<file path="src/rtl/mux_scan_reg.sv">
// Registered N-channel word multiplexer with enable, wrap-around auto-scan
// and out-of-range select detection. All outputs come straight from flops.
module mux_scan_reg #(
  parameter int unsigned WIDTH    = 16,
  parameter int unsigned CHANNELS = 8,
  parameter int unsigned SEL_W    = 3
) (
  input  logic                      clk,
  input  logic                      reset,
  input  logic [WIDTH*CHANNELS-1:0] in_bus,
  input  logic [SEL_W-1:0]          set,
  input  logic                      mode,
  input  logic                      en,
  output logic [WIDTH-1:0]          r,
  output logic [SEL_W-1:0]          ch,
  output logic                      valid,
  output logic                      sel_err
);

  localparam int unsigned LAST_CH = CHANNELS - 1;

  logic [WIDTH-1:0] r_q, r_d;
  logic [SEL_W-1:0] ch_q, ch_d;
  logic             valid_q, valid_d;
  logic             sel_err_q, sel_err_d;
  logic [SEL_W-1:0] cnt_q, cnt_d;

  logic [SEL_W-1:0] idx_c;
  logic [WIDTH-1:0] word_c;
  logic             set_oor_c;

  // Channel index in use this cycle: scan counter or direct select
  always_comb begin
    idx_c     = mode ? cnt_q : set;
    set_oor_c = (32'(set) >= CHANNELS);
  end

  // Word selection by decode so an illegal index never slices past in_bus
  always_comb begin
    word_c = '0;
    for (int unsigned k = 0; k < CHANNELS; k++) begin
      if (idx_c == SEL_W'(k)) begin
        word_c = in_bus[k*WIDTH +: WIDTH];
      end
    end
  end

  // Next-state: hold by default, update only on enabled cycles
  always_comb begin
    r_d       = r_q;
    ch_d      = ch_q;
    valid_d   = valid_q;
    sel_err_d = sel_err_q;
    cnt_d     = cnt_q;
    if (en) begin
      if (mode) begin
        r_d       = word_c;
        ch_d      = cnt_q;
        valid_d   = 1'b1;
        sel_err_d = 1'b0;
        cnt_d     = (cnt_q == SEL_W'(LAST_CH)) ? '0 : cnt_q + SEL_W'(1);
      end else if (set_oor_c) begin
        r_d       = '0;
        ch_d      = set;
        valid_d   = 1'b0;
        sel_err_d = 1'b1;
      end else begin
        r_d       = word_c;
        ch_d      = set;
        valid_d   = 1'b1;
        sel_err_d = 1'b0;
      end
    end
  end

  always_ff @(posedge clk) begin
    if (reset) begin
      r_q       <= '0;
      ch_q      <= '0;
      valid_q   <= 1'b0;
      sel_err_q <= 1'b0;
      cnt_q     <= '0;
    end else begin
      r_q       <= r_d;
      ch_q      <= ch_d;
      valid_q   <= valid_d;
      sel_err_q <= sel_err_d;
      cnt_q     <= cnt_d;
    end
  end

  assign r       = r_q;
  assign ch      = ch_q;
  assign valid   = valid_q;
  assign sel_err = sel_err_q;

endmodule

</file>
<file path="config.mk">
export PLATFORM = sky130hd
export DESIGN_NAME = mux_scan_reg
export DESIGN_NICKNAME = d
export VERILOG_FILES = /design/src/rtl/mux_scan_reg.sv
export SDC_FILE = /design/constraint.sdc
export NUM_CORES = 1
export LEC_CHECK = 0
export BUFFER_PORTS_ARGS = -buffer_cell sky130_fd_sc_hd__buf_4
export CAP_MARGIN = 20
export CORE_MARGIN = 2
export CORE_UTILIZATION = 43
export DETAILED_ROUTE_END_ITERATION = 12
export MAX_ROUTING_LAYER = met4
export PLACE_DENSITY = 0.81
export RECOVER_POWER = 50
export SETUP_SLACK_MARGIN = 0.3
export SYNTH_ARGS = -nofsm -noshare
export SYNTH_HDL_FRONTEND = slang
export SYNTH_SLANG_ARGS = --single-unit
</file>
<file path="constraint.sdc">
create_clock -name clk -period 2 [get_ports clk]
set_input_delay 0.4 -clock clk [delete_from_list [all_inputs] [get_ports clk]]
set_output_delay 0.4 -clock clk [all_outputs]
set_load 0.005 [all_outputs]
</file>
# Word level (Yosys, flattened, before mapping)
# Index checks and enable logic that the tools add are counted.
[word_totals] reg_bits=23 input_bits=135 output_inout_bits=21 wordCells=25
[classes] addsub=1 n_eq_ne=8 muxes=10 reduce_logical=2
[op_table] cell="$mux W16" n=8
[op_table] cell="$eq A3 B3 Y1 const B" n=5
[op_table] cell="$eq A3 B2 Y1 const B" n=2
[op_table] cell="$mux W3" n=2
[op_table] cell="$add A3 B1 Y3 const B" n=1
[op_table] cell="$eq A3 B1 Y1 const B" n=1
[op_table] cell="$logic_not A3 Y1" n=1
[op_table] cell="$reduce_and A2 Y1" n=1

# Logic depth before layout (Yosys ltp)
# Gate-level depths: netlist of the first run.
[depth] depth_word=10 depth_mapped=8 ltp_nobuf=5

# Least setup slack after synthesis of the first run
# No wires, ideal clock.
[synth_path] path_kind="input-to-reg" from="in mode" to="reg r_q[0], in the netlist r[0]" setup_ps=136 arrival_ps=1622 required_ps=1864 path_slack_ps=242 stages=7 n_path_buf=2 cell_sequence="buf_6 mux2i_4 buf_4 mux2i_1 o22ai_1 a211oi_1 nor4_2"
[synth_between] elab_chain_len=10 word_cells_on_any_way=17 cone_classes="eq/ne: 7; mux: 9; reduce/logical: 1"
[synth_rtl] item="start: declaration" line_no="12" rtl="input logic mode,"
[synth_rtl] item="$mux W3 *" line_no="34" rtl="idx_c = mode ? cnt_q : set;"
[synth_rtl] item="$logic_not A3 Y1" line_no="42" rtl="if (idx_c == SEL_W'(k)) begin"
[synth_rtl] item="$mux W16 (7 in series)" line_no="42"
[synth_rtl] item="$mux W16 *" line_no="42"
[synth_rtl] item="end signal: assignment" line_no="84" rtl="r_q <= r_d;"
[synth_rtl] item="end: declaration" line_no="22" rtl="logic [WIDTH-1:0] r_q, r_d;"
# Every way passes the cells marked *; elsewhere a longest branch is shown, timed or not.
# A chain may end at the register's enable or synchronous reset.

# Worst setup path after layout of the first run
[layout_path] from="reg cnt_q[0]" to="reg r_q[3], in the netlist r[3]"
[layout_between] elab_chain_len=10 word_cells_on_any_way=17 cone_classes="eq/ne: 7; mux: 9; reduce/logical: 1"
[layout_rtl] item="start: declaration" line_no="26" rtl="logic [SEL_W-1:0] cnt_q, cnt_d;"
[layout_rtl] item="start signal: assignment" line_no="88" rtl="cnt_q <= cnt_d;"
[layout_rtl] item="$mux W3 *" line_no="34"
[layout_rtl] item="$logic_not A3 Y1" line_no="42"
[layout_rtl] item="$mux W16 (7 in series)" line_no="42"
[layout_rtl] item="$mux W16 *" line_no="42"
# Marked as above.

==> results of run 1 <==
[worst max-delay path by stage]
stage,start,endpoint,slack [ns],cells past startpoint
after floorplan,mode,r[0],0.28,7
after global placement,mode,r[2],0.07,6
after detailed placement,mode,r[0],0.03,6
after CTS,mode,r[0],0.32,6
after global routing,cnt_q[0],r[4],0.21,6
final,cnt_q[0],r[3],0.32,6
[Yosys cell counts, types with 6 or more instances]
master	n
clkbuf_1	6
and3_1	10
a211oi_1	14
buf_2	12
a21oi_1	7
o21ai_0	10
mux2i_1	32
o22ai_1	17
nand2_1	30
nor2_1	16
nand3_1	15
dfxtp_1	23
[sequential cells by signal, summed over array words and instances (netlist names)]
register and cells:
ch 3, cnt_q 3, r 16, valid 1
[what timing repair did]
action,CTS,global route
hold buffers,0,0
resized for setup,4,12
buffers inserted,0,1
pin swaps,0,1
endpoints found under the setup margin,10,14
[layout make-up]
type / instances / area share
Clock inverter: 1 / 0.00132
Inverter: 2 / 0.00199
Tap cell: 72 / 0.0238
Timing Repair Buffer: 181 / 0.365
Sequential cell: 23 / 0.124
Multi-Input combinational cell: 235 / 0.473
Clock buffer: 3 / 0.0109
[worst reg2reg max path: stages, from the launching register on]
cell	delay (ns)
dfxtp_1	0.50
mux2_4	0.33
nand2_1	0.13
buf_4	0.19
o22a_1	0.23
o21ai_0	0.10
a22o_1	0.16
[power breakdown]
group          switching [mW]  leakage, nW  total [mW]  internal (mW)
logic                   0.309         1.62       0.730          0.422
clock network           0.166       0.0255       0.306          0.140
registers              0.0281        0.191       0.519          0.491
total                   0.503         1.84        1.56           1.05
[cells by family after synthesis]
kind of cell / after synthesis
AO/OA/AOI/OAI: 97
adder cells (fa/ha/maj): 2
buffers and inverters: 29
flip-flops: 23
multiplexers: 37
other: 1
AND/OR/NAND/NOR: 98
[per-stage QoR]
stage	hold WS, ns	cells
floorplan	0.458	287
global placement	0.451	512
detailed placement	0.465	512
CTS	0.332	516
global route	0.334	517
finish	0.336	517
[layer usage]
metal	wire, µm	track usage	part of all wire	vias up
met2	4460	0.514	0.50	143
li1	-	-	-	1427
met4	68	0.0509	0.0076	0
met5	0	-	0	-
met3	715	0.0356	0.080	6
met1	3730	0.352	0.42	1399
==> impl_results.md, run 1 <==
* Status: finished clean
* Cell area power density at 412 nW/µm²
* Leak at 1.84 nW
* Yosys top cell area share at 0.192
* CORE AREA at 5440 µm²
* Number of synthesis warnings at 0
* Highest-count cells in the layout ignoring fill and taps: 160 x buf_4, 32 x mux2i_1, 30 x nand2_1, 21 x dfxtp_1
* Final min period at 1.68 ns
* Clock Latency Late Sink at 0.27 ns
* Port Buffers at 154
* Seq/Total Area, Yosys at 0.192
* Final Util at 0.695
* Fillers at 481
* Final worst clock skew at 0.00323 ns
* CP Capture Type: register
* Pre-CTS WS at 0.0285 ns
* Max Slew Vio Count at 0
* Final non-filler cell area at 3780 µm²
* DRT Pass-1 Iters at 4
* Family with the most delay on the worst path: flip-flops
* Adder-cell share of the synthesized area at 0.0104
* Worst r2r path cells at 6
* Reg area at 468 µm²
* Max clock buf depth at 2
* Placed Area at 3680 µm²
* Required @ worst endpoint at 2.22 ns
* Final Power at 1.56 mW
* Reg2Reg Capture Point: r[3]
* Critical Path AT at 1.90 ns
* Top FF cell, synth: dfxtp_1
* Clk pin slew, worst setup/hold paths at 0.09 ns
* Crit-path cells: mux2_4 -> nand2_1 -> buf_4 -> o22a_1 -> o21ai_0 -> a22o_1
* Hold path cells at 2
* EDFF count, synth at 0
* Synth Register Bits at 23
* Vias/cell at 5.75
* Setup tns final at 0 ns
* Commonest non-fill, non-tap cell in the layout: buf_4
* Detailed placement HPWL at 7.07 mm
* Global route total overflow at 0
* Worst Path Buf+Inv at 1
* # clock sinks at 23
* FP Rows at 27
* Crit-path max cell delay at 0.50 ns
* Worst r2r src: cnt_q[0]
* Synth-to-layout area growth at 57.5%
* Slowest-stage cell, CP: dfxtp_1
* DRT iter0 DRCs at 202
* Fin crit share at 0.841
* Largest family of logic cells by synthesized area: compound AO/OA/AOI/OAI gates
* CP max FO at 8
* Async SR Flop Fraction at 0
* Worst VDD drop at 305 µV
* Die height at 78.7 µm
* CP startpoint kind: register
* First-pass GRT wire length at 13.9 mm
* R2R Setup Slk at 0.32 ns
* Min-delay src: reset
* WL/cell at 17.4 µm
* Simple-gate share of the synthesized area at 0.218
* Gr usage total at 0.288
* Vias at 2,975
* Num CTS Buffers at 3
* Final Hold Viols at 0
* Min-Delay Endpoint: valid
* Area leader, netlist: dfxtp_1
* Setup ws final at 0.318 ns
* WL final at 8.98 mm
* Hold Path Class: in -> reg
* Vias in the first global route at 2,869
* Synth Area in Compound Gates at 0.330
* Initial Utilization at 0.441
* TritonCTS clock tree: done
* Area contributors post-synth: dfxtp_1 19%, mux2i_1 13%, nand2_1 4.7%, o22ai_1 4.4%, a211oi_1 4.4%
* H-tree depth at 1
* Antenna Nets Post-Route at 0
* N_diodes at 0
* Largest net degree at the start of global routing at 24
* Total die area at 6190 µm²
* GP Congestion at 0.900
* IO Pins at 156
* Synth Area per Inst at 8.36 µm²
* Initial antenna violation count at 0
* Final net count at 583
* Final setup violation count at 0
* CTS root buf: clkbuf_8
* Chip Width at 78.7 µm
* Synth Instances at 287
* Multi-input gate area at 1790 µm²
* Mapped Area at 2400 µm²
* Xor/xnor cell area share of the yosys netlist at 0
* Syn Nets at 424
* Max-cap violation count at 0
* Synth unique cells at 56
* RSZ-0062 raised after global routing: true
* # DRC at 0
* Share of layout cells above drive strength 1 at 0.485
* Mux contribution to synthesized area at 0.173
* Fmax at 595 MHz
* Setup CP Type: reg -> reg
Power figures use the tool's default switching activity.
==> run 2: changes to the inputs <==
==> constraint.sdc (replaced) <==
create_clock -name clk -period 1.62 [get_ports clk]
set_input_delay 0.324 -clock clk [delete_from_list [all_inputs] [get_ports clk]]
set_output_delay 0.324 -clock clk [all_outputs]
set_load 0.005 [all_outputs]
==> run 2 against run 1 <==
Net effect: the run now ends with negative setup slack left; wire length increased by 33%; register-to-register slack got worse by 0.33 ns; total power increased by 45%; critical path type unchanged.
==> impl_results.md, run 2 (synthesis gave the netlist of run 1 again) <==
* Status: complete, but fails checks
* Failing checks: negative setup slack
* IO Pins at 156 (unchanged)
* Initial Utilization at 0.441 (unchanged)
* Total die area at 6190 µm² (unchanged)
* Global route total overflow at 0 (unchanged)
* Pre-CTS WS at -0.218 ns (-0.246 ns)
* FP Rows at 27 (unchanged)
* Met3 WL at 1.06 mm (+49%)
* RSZ-0062 raised after global routing: true
* Final Hold Viols at 0 (unchanged)
* Max clock buf depth at 2 (unchanged)
* # clock sinks at 23 (unchanged)
* Hold Path Class: in -> reg
* Worst Path Buf+Inv at 2 (+1)
* Chip Width at 78.7 µm (unchanged)
* Worst VDD drop at 397 µV (+30%)
* Multi-input gate area at 2160 µm² (+21%)
* Family with the most delay on the worst path: multiplexers
* CP startpoint kind: register
* CP max FO at 5 (-3)
* Clk pin slew, worst setup/hold paths at 0.10 ns (about the same)
* WL/cell at 21.4 µm (+23%)
* DRT iter0 DRCs at 289 (+43%)
* TritonCTS clock tree: done
* DRT Pass-1 Iters at 5 (+1)
* Fin crit share at 1.01 (+0.166)
* Crit-path max cell delay at 0.38 ns (-0.12 ns)
* CTS root buf: clkbuf_8
* Setup ws final at -0.0115 ns (-0.330 ns)
* GP Congestion at 0.909 (+1.1%)
* Vias at 3,437 (+16%)
* Port Buffers at 154 (unchanged)
* Crit-path cells: mux2i_4 -> buf_6 -> buf_12 -> mux2i_2 -> o22ai_2 -> a211oi_2 -> nor4_4
* # DRC at 0 (unchanged)
* Initial antenna violation count at 0 (unchanged)
* Hold buffers post-CTS at 0 (unchanged)
* First-pass GRT wire length at 15.9 mm (+15%)
* Critical Path AT at 1.81 ns (-0.09 ns)
* Cell area power density at 490 nW/µm² (+19%)
* Largest net degree at the start of global routing at 21 (-13%)
* Final min period at 1.63 ns (-0.0501 ns)
* Slowest-stage cell, CP: dfxtp_4
* Top Layer Used: met4
* CP Capture Type: register
* Final setup violation count at 2 (+2)
* Die height at 78.7 µm (unchanged)
* Setup tns final at -0.0122 ns (-0.0122 ns)
* Synth-to-layout area growth at 91.9%
* WL final at 11.9 mm (+33%)
* Max FFs per register at 16 (unchanged)
* Vias/cell at 6.17 (+7.2%)
* WL met1 at 4.20 mm (+12%)
* CORE AREA at 5440 µm² (unchanged)
* Highest-count cells in the layout ignoring fill and taps: 186 x buf_4, 29 x nand2_1, 23 x mux2i_1, 20 x dfxtp_1, 16 x nor2_1
* Vias in the first global route at 3,291 (+15%)
* Antenna Nets Post-Route at 0 (unchanged)
* Max-cap violation count at 0 (unchanged)
* Commonest non-fill, non-tap cell in the layout: buf_4
* Fillers at 294 (-39%)
* Clock Latency Late Sink at 0.29 ns (+0.02 ns)
* Metal2 WL at 5.92 mm (+33%)
* Final worst clock skew at 0.00420 ns (+0.000966 ns)
* Gr usage total at 0.336 (+0.0478)
* Final Power at 2.25 mW (+45%)
* Hold WS at 0.312 ns (-0.0238 ns)
* Num CTS Buffers at 3 (unchanged)
* H-tree depth at 1 (unchanged)
* Leak at 2.10 nW (+14%)
* Fmax at 613 MHz (+3.1%)
* Reg area at 469 µm² (+0.27%)
* N_diodes at 0 (unchanged)
* Required @ worst endpoint at 1.80 ns (-0.42 ns)
* Final net count at 623 (+6.9%)
* Share of layout cells above drive strength 1 at 0.639 (+0.154)
* Max Slew Vio Count at 0 (unchanged)
* Setup CP Type: reg -> reg
* Detailed placement HPWL at 7.66 mm (+8.4%)
[run 2: changes by cell type in the layout (fill, tap and decap cells not counted), moves of 4 or more]
cell,change
a211oi_1,-6
o22ai_1,-6
buf_4,+26
o21ai_4,+5
mux2i_1,-9
and3_1,-6
buf_6,+10
o22ai_2,+5
o21ai_2,-4
and3_4,+6
buf_12,+4
mux2i_2,+6
a211oi_2,+5
[run 2: timing repair]
| action | in CTS | in global routing |
|---|---|---|
| setup endpoints to repair | 16 | 18 |
| buffers inserted | 6 | 8 |
| gates resized for setup | 42 | 39 |
| pin swaps | 13 | 13 |
| gates cloned | 0 | 2 |
[run 2: final timing paths]
path         startpoint  endpoint  slack (ns)  cells past startpoint
max reg2reg    cnt_q[1]     r[15]       -0.01                      7
min reg2reg       valid     valid        0.47                      2
max            cnt_q[1]     r[15]       -0.01                      7
min          in_bus[81]      r[1]        0.31                      3
[run 2: cell type report]
class	count	area share
multi-input combinational	235	0.470
inverter	2	0.00218
tap	72	0.0196
timing repair buffer	221	0.396
clock buffer	4	0.00979
sequential	23	0.102
[run 2: per-stage QoR]
stage	utilization	instance area (µm²)	instances
2_1_floorplan	-	2550	287
3_3_place_gp	0.743	4040	537
3_5_place_dp	0.743	4040	537
4_1_cts	0.790	4290	547
5_1_grt	0.846	4600	557
6_report	0.846	4600	557
[run 2: worst min-delay path, stage by stage]
cell and delay [ns]:
buf_4 0.09, nand4_1 0.07, o211ai_1 0.09
[run 2: where the power goes]
| part | total, mW | switching (mW) | internal (mW) |
|---|---|---|---|
| clock network | 0.412 | 0.234 | 0.177 |
| logic | 1.20 | 0.519 | 0.683 |
| registers | 0.640 | 0.0330 | 0.607 |
[run 2: routing by layer]
metal  vias to the layer above  global-route usage
met5                         -                   -
met4                         0               0.151
met3                        73              0.0437
met2                       275               0.597
met1                      1576               0.375
li1                       1513                   -
==> run 3: changes to the inputs <==
--- a/config.mk
+++ b/config.mk
@@ -5,10 +5,11 @@
 export SDC_FILE = /design/constraint.sdc
 export NUM_CORES = 1
 export LEC_CHECK = 0
+export ABC_AREA = 1
 export BUFFER_PORTS_ARGS = -buffer_cell sky130_fd_sc_hd__buf_4
 export CAP_MARGIN = 20
 export CORE_MARGIN = 2
-export CORE_UTILIZATION = 43
+export CORE_UTILIZATION = 41
 export DETAILED_ROUTE_END_ITERATION = 12
 export MAX_ROUTING_LAYER = met4
 export PLACE_DENSITY = 0.81
==> run 3 against run 2 <==
Net effect: the run now ends clean; sequential power is 1% higher; synthesized cell count grew 25%; count of clock-buffer cells in the layout shrank 1; largest cell class is now non-clock buffers; largest power group unchanged; highest routed layer unchanged.
==> impl_results.md, run 3 <==
* Status: finished clean
* R2R Setup Slk at 0.03 ns (+0.04 ns)
* Detailed placement HPWL at 6.87 mm (-10%)
* Pre-CTS WS at -0.210 ns (+0.00799 ns)
* Die height at 76.5 µm (-2.7%)
* CP Capture Type: register
* H-tree depth at 1 (unchanged)
* Vias/cell at 5.54 (-10%)
* N_diodes at 0 (unchanged)
* Seq/Total Area, Yosys at 0.213 (+0.0215)
* Hold Path Class: in -> reg
* Fin cells at 598 (+7.4%)
* Max-cap violation count at 0 (unchanged)
* CP startpoint kind: register
* Initial Utilization at 0.422 (-0.0187)
* Mapped Area at 2160 µm² (-10%)
* Synth Register Bits at 23 (unchanged)
* Clk pin slew, worst setup/hold paths at 0.10 ns (about the same)
* RSZ-0062 raised after global routing: true
* DRT iter0 DRCs at 208 (-28%)
* Area leader, netlist: dfxtp_1
* # clock sinks at 23 (unchanged)
* Synth unique cells at 27 (-52%)
* Final min period at 1.59 ns (-0.0446 ns)
* Final Power at 2.11 mW (-6.3%)
* First-pass GRT wire length at 14.8 mm (-7.1%)
* Crit-path max cell delay at 0.37 ns (about the same)
* CP max FO at 8 (+3)
* Async SR Flop Fraction at 0 (unchanged)
* Share of layout cells above drive strength 1 at 0.451 (-0.188)
* Antenna Nets Post-Route at 0 (unchanged)
* Area contributors post-synth: dfxtp_1 21%, nand2_1 15%, nand4_1 14%, nor2_1 12%, nand3_1 6.7%
* GP Congestion at 0.884 (-2.8%)
* WL final at 9.79 mm (-18%)
* Worst Path Buf+Inv at 2 (unchanged)
* Clock Latency Late Sink at 0.28 ns (about the same)
* EDFF count, synth at 0 (unchanged)
* Number of synthesis warnings at 0 (unchanged)
* Setup ws final at 0.0331 ns (+0.0446 ns)
* Synth Area per Inst at 6.03 µm² (-28%)
* Placed cells at 576 (+7.3%)
* Max clock buf depth at 2 (unchanged)
* Syn Nets at 495 (+17%)
* Fmax at 630 MHz (+2.8%)
* Final net count at 666 (+6.9%)
* Final Hold Viols at 0 (unchanged)
* Family with the most delay on the worst path: simple AND/OR/NAND/NOR gates
* Vias in the first global route at 3,254 (-1.1%)
* Max FFs per register at 16 (unchanged)
* Most common cell type on the critical path: nand2_2
* Top FF cell, synth: dfxtp_1
* Synth Instances at 358 (+25%)
* Highest-count cells in the layout ignoring fill and taps: 153 x buf_4, 78 x nand2_1, 61 x nor2_1, 48 x nand4_1, 27 x nand3_1
* Critical Path AT at 1.81 ns (about the same)
* Fin crit share at 0.980 (-0.0275)
* CORE AREA at 5110 µm² (-6.1%)
* WL/cell at 16.4 µm (-24%)
* Num CTS Buffers at 3 (unchanged)
* Cell area power density at 555 nW/µm² (+13%)
* Global route total overflow at 0 (unchanged)
* Setup CP Type: reg -> reg
* Worst VDD drop at 501 µV (+26%)
* Hold buffers post-CTS at 0 (unchanged)
* Largest net degree at the start of global routing at 27 (+29%)
* DRT Pass-1 Iters at 5 (unchanged)
* Synth-to-layout area growth at 76.5%
* IO Pins at 156 (unchanged)
* TritonCTS clock tree: done
* Fillers at 434 (+48%)
* Commonest non-fill, non-tap cell in the layout: buf_4
* Initial antenna violation count at 0 (unchanged)
* Crit-path cells: nand2_2 -> nand2_2 -> buf_6 -> buf_4 -> nand3_4 -> nor2_2 -> nor2_1 -> nand4_1 -> nand2_1 -> a21oi_2
* Post-synth top cells: 84 x nand2_1, 67 x nor2_1, 48 x nand4_1
* Final worst clock skew at 0.00506 ns (+0.000857 ns)
* Leak at 1.88 nW (-11%)
* FP Rows at 26 (-3.7%)
* Port Buffers at 154 (unchanged)
* Final setup violation count at 0 (-2)
* Total die area at 5860 µm² (-5.4%)
* Most common cell in the synthesized netlist: nand2_1
* Max Slew Vio Count at 0 (unchanged)
* # DRC at 0 (unchanged)
* Vias at 3,311 (-3.7%)
* Yosys top cell area share at 0.213 (+0.0215)
* Gr usage total at 0.326 (-0.0103)
* Chip Width at 76.5 µm (-2.7%)
* CTS root buf: clkbuf_8
* Required @ worst endpoint at 1.84 ns (+0.04 ns)
* Slowest-stage cell, CP: dfxtp_2
## run 3: changes by cell type in the layout (fill, tap and decap cells not counted), sizes merged, moves of 16 or more
| cell | previous run | this run |
|---|---|---|
| nor2 | 16 | 68 |
| inv | 2 | 27 |
| a21oi | 7 | 29 |
| nand2 | 31 | 88 |
| nand3 | 15 | 31 |
| mux2i | 35 | 0 |
| o22ai | 17 | 0 |
| buf | 207 | 171 |
| nand4 | 2 | 48 |
## run 3: tightest hold or removal path, delay by kind of cell
family	cells	cell delay, ns
AND/OR/NAND/NOR	4	0.20
buffers and inverters	1	0.08
## run 3: cell type report
cell class                 instances  area, µm²  share of cell area
clock buffer                       3       41.3              0.0108
sequential                        23        467               0.123
inverter                          28        110              0.0289
timing repair buffer             190       1570               0.412
multi-input combinational        283       1530               0.402
clock inverter                     1       5.00             0.00131
tap                               70       87.6              0.0230
## run 3: final timing paths
| path | to | depth (start not counted) | from |
|---|---|---|---|
| setup reg to reg | r[5] | 10 | cnt_q[1] |
| setup / recovery | r[5] | 10 | cnt_q[1] |
| hold reg to reg | r[9] | 2 | r[9] |
| hold / removal | r[14] | 5 | in_bus[126] |
## run 3: routing by layer
layer  routed length, µm  part of all wire  global-route usage
met5                   0                 0                   -
met3                 927             0.095              0.0521
met2                5040              0.52               0.581
met4                 325             0.033               0.153
met1                3490              0.36               0.353
## run 3: kinds of logic after synthesis
logic type | Yosys count | share of synthesized area
other | 1 | 0.00174
AO/OA/AOI/OAI | 39 | 0.113
AND/OR/NAND/NOR | 240 | 0.531
adder cells (fa/ha/maj) | 2 | 0.0116
flip-flops | 23 | 0.213
buffers and inverters | 53 | 0.129
## run 3: timing repair
action / 4_1_cts / 5_1_grt
setup buffers: 12 / 3
pin swaps: 14 / 18
endpoints found under the hold margin: 0 / 0
gates cloned: 3 / 0
resized for setup: 28 / 18
endpoints found under the setup margin: 16 / 16
## run 3: stage by stage
| stage | hold slack [ns] | cell area (µm²) | utilization | TNS (ns) |
|---|---|---|---|---|
| floorplan | 0.457 | 2190 | - | 0 |
| global placement | 0.454 | 3430 | 0.672 | -1.39 |
| detailed placement | 0.458 | 3430 | 0.672 | -2.64 |
| CTS | 0.341 | 3730 | 0.731 | 0 |
| global route | 0.376 | 3810 | 0.745 | 0 |
| finish | 0.341 | 3810 | 0.745 | 0 |
## run 3: power breakdown
| part | switching (mW) | internal [mW] | leakage, nW |
|---|---|---|---|
| Combinational | 0.503 | 0.553 | 1.66 |
| Clock | 0.235 | 0.173 | 0.0255 |
| Sequential | 0.0314 | 0.617 | 0.191 |
| Total | 0.769 | 1.34 | 1.88 |
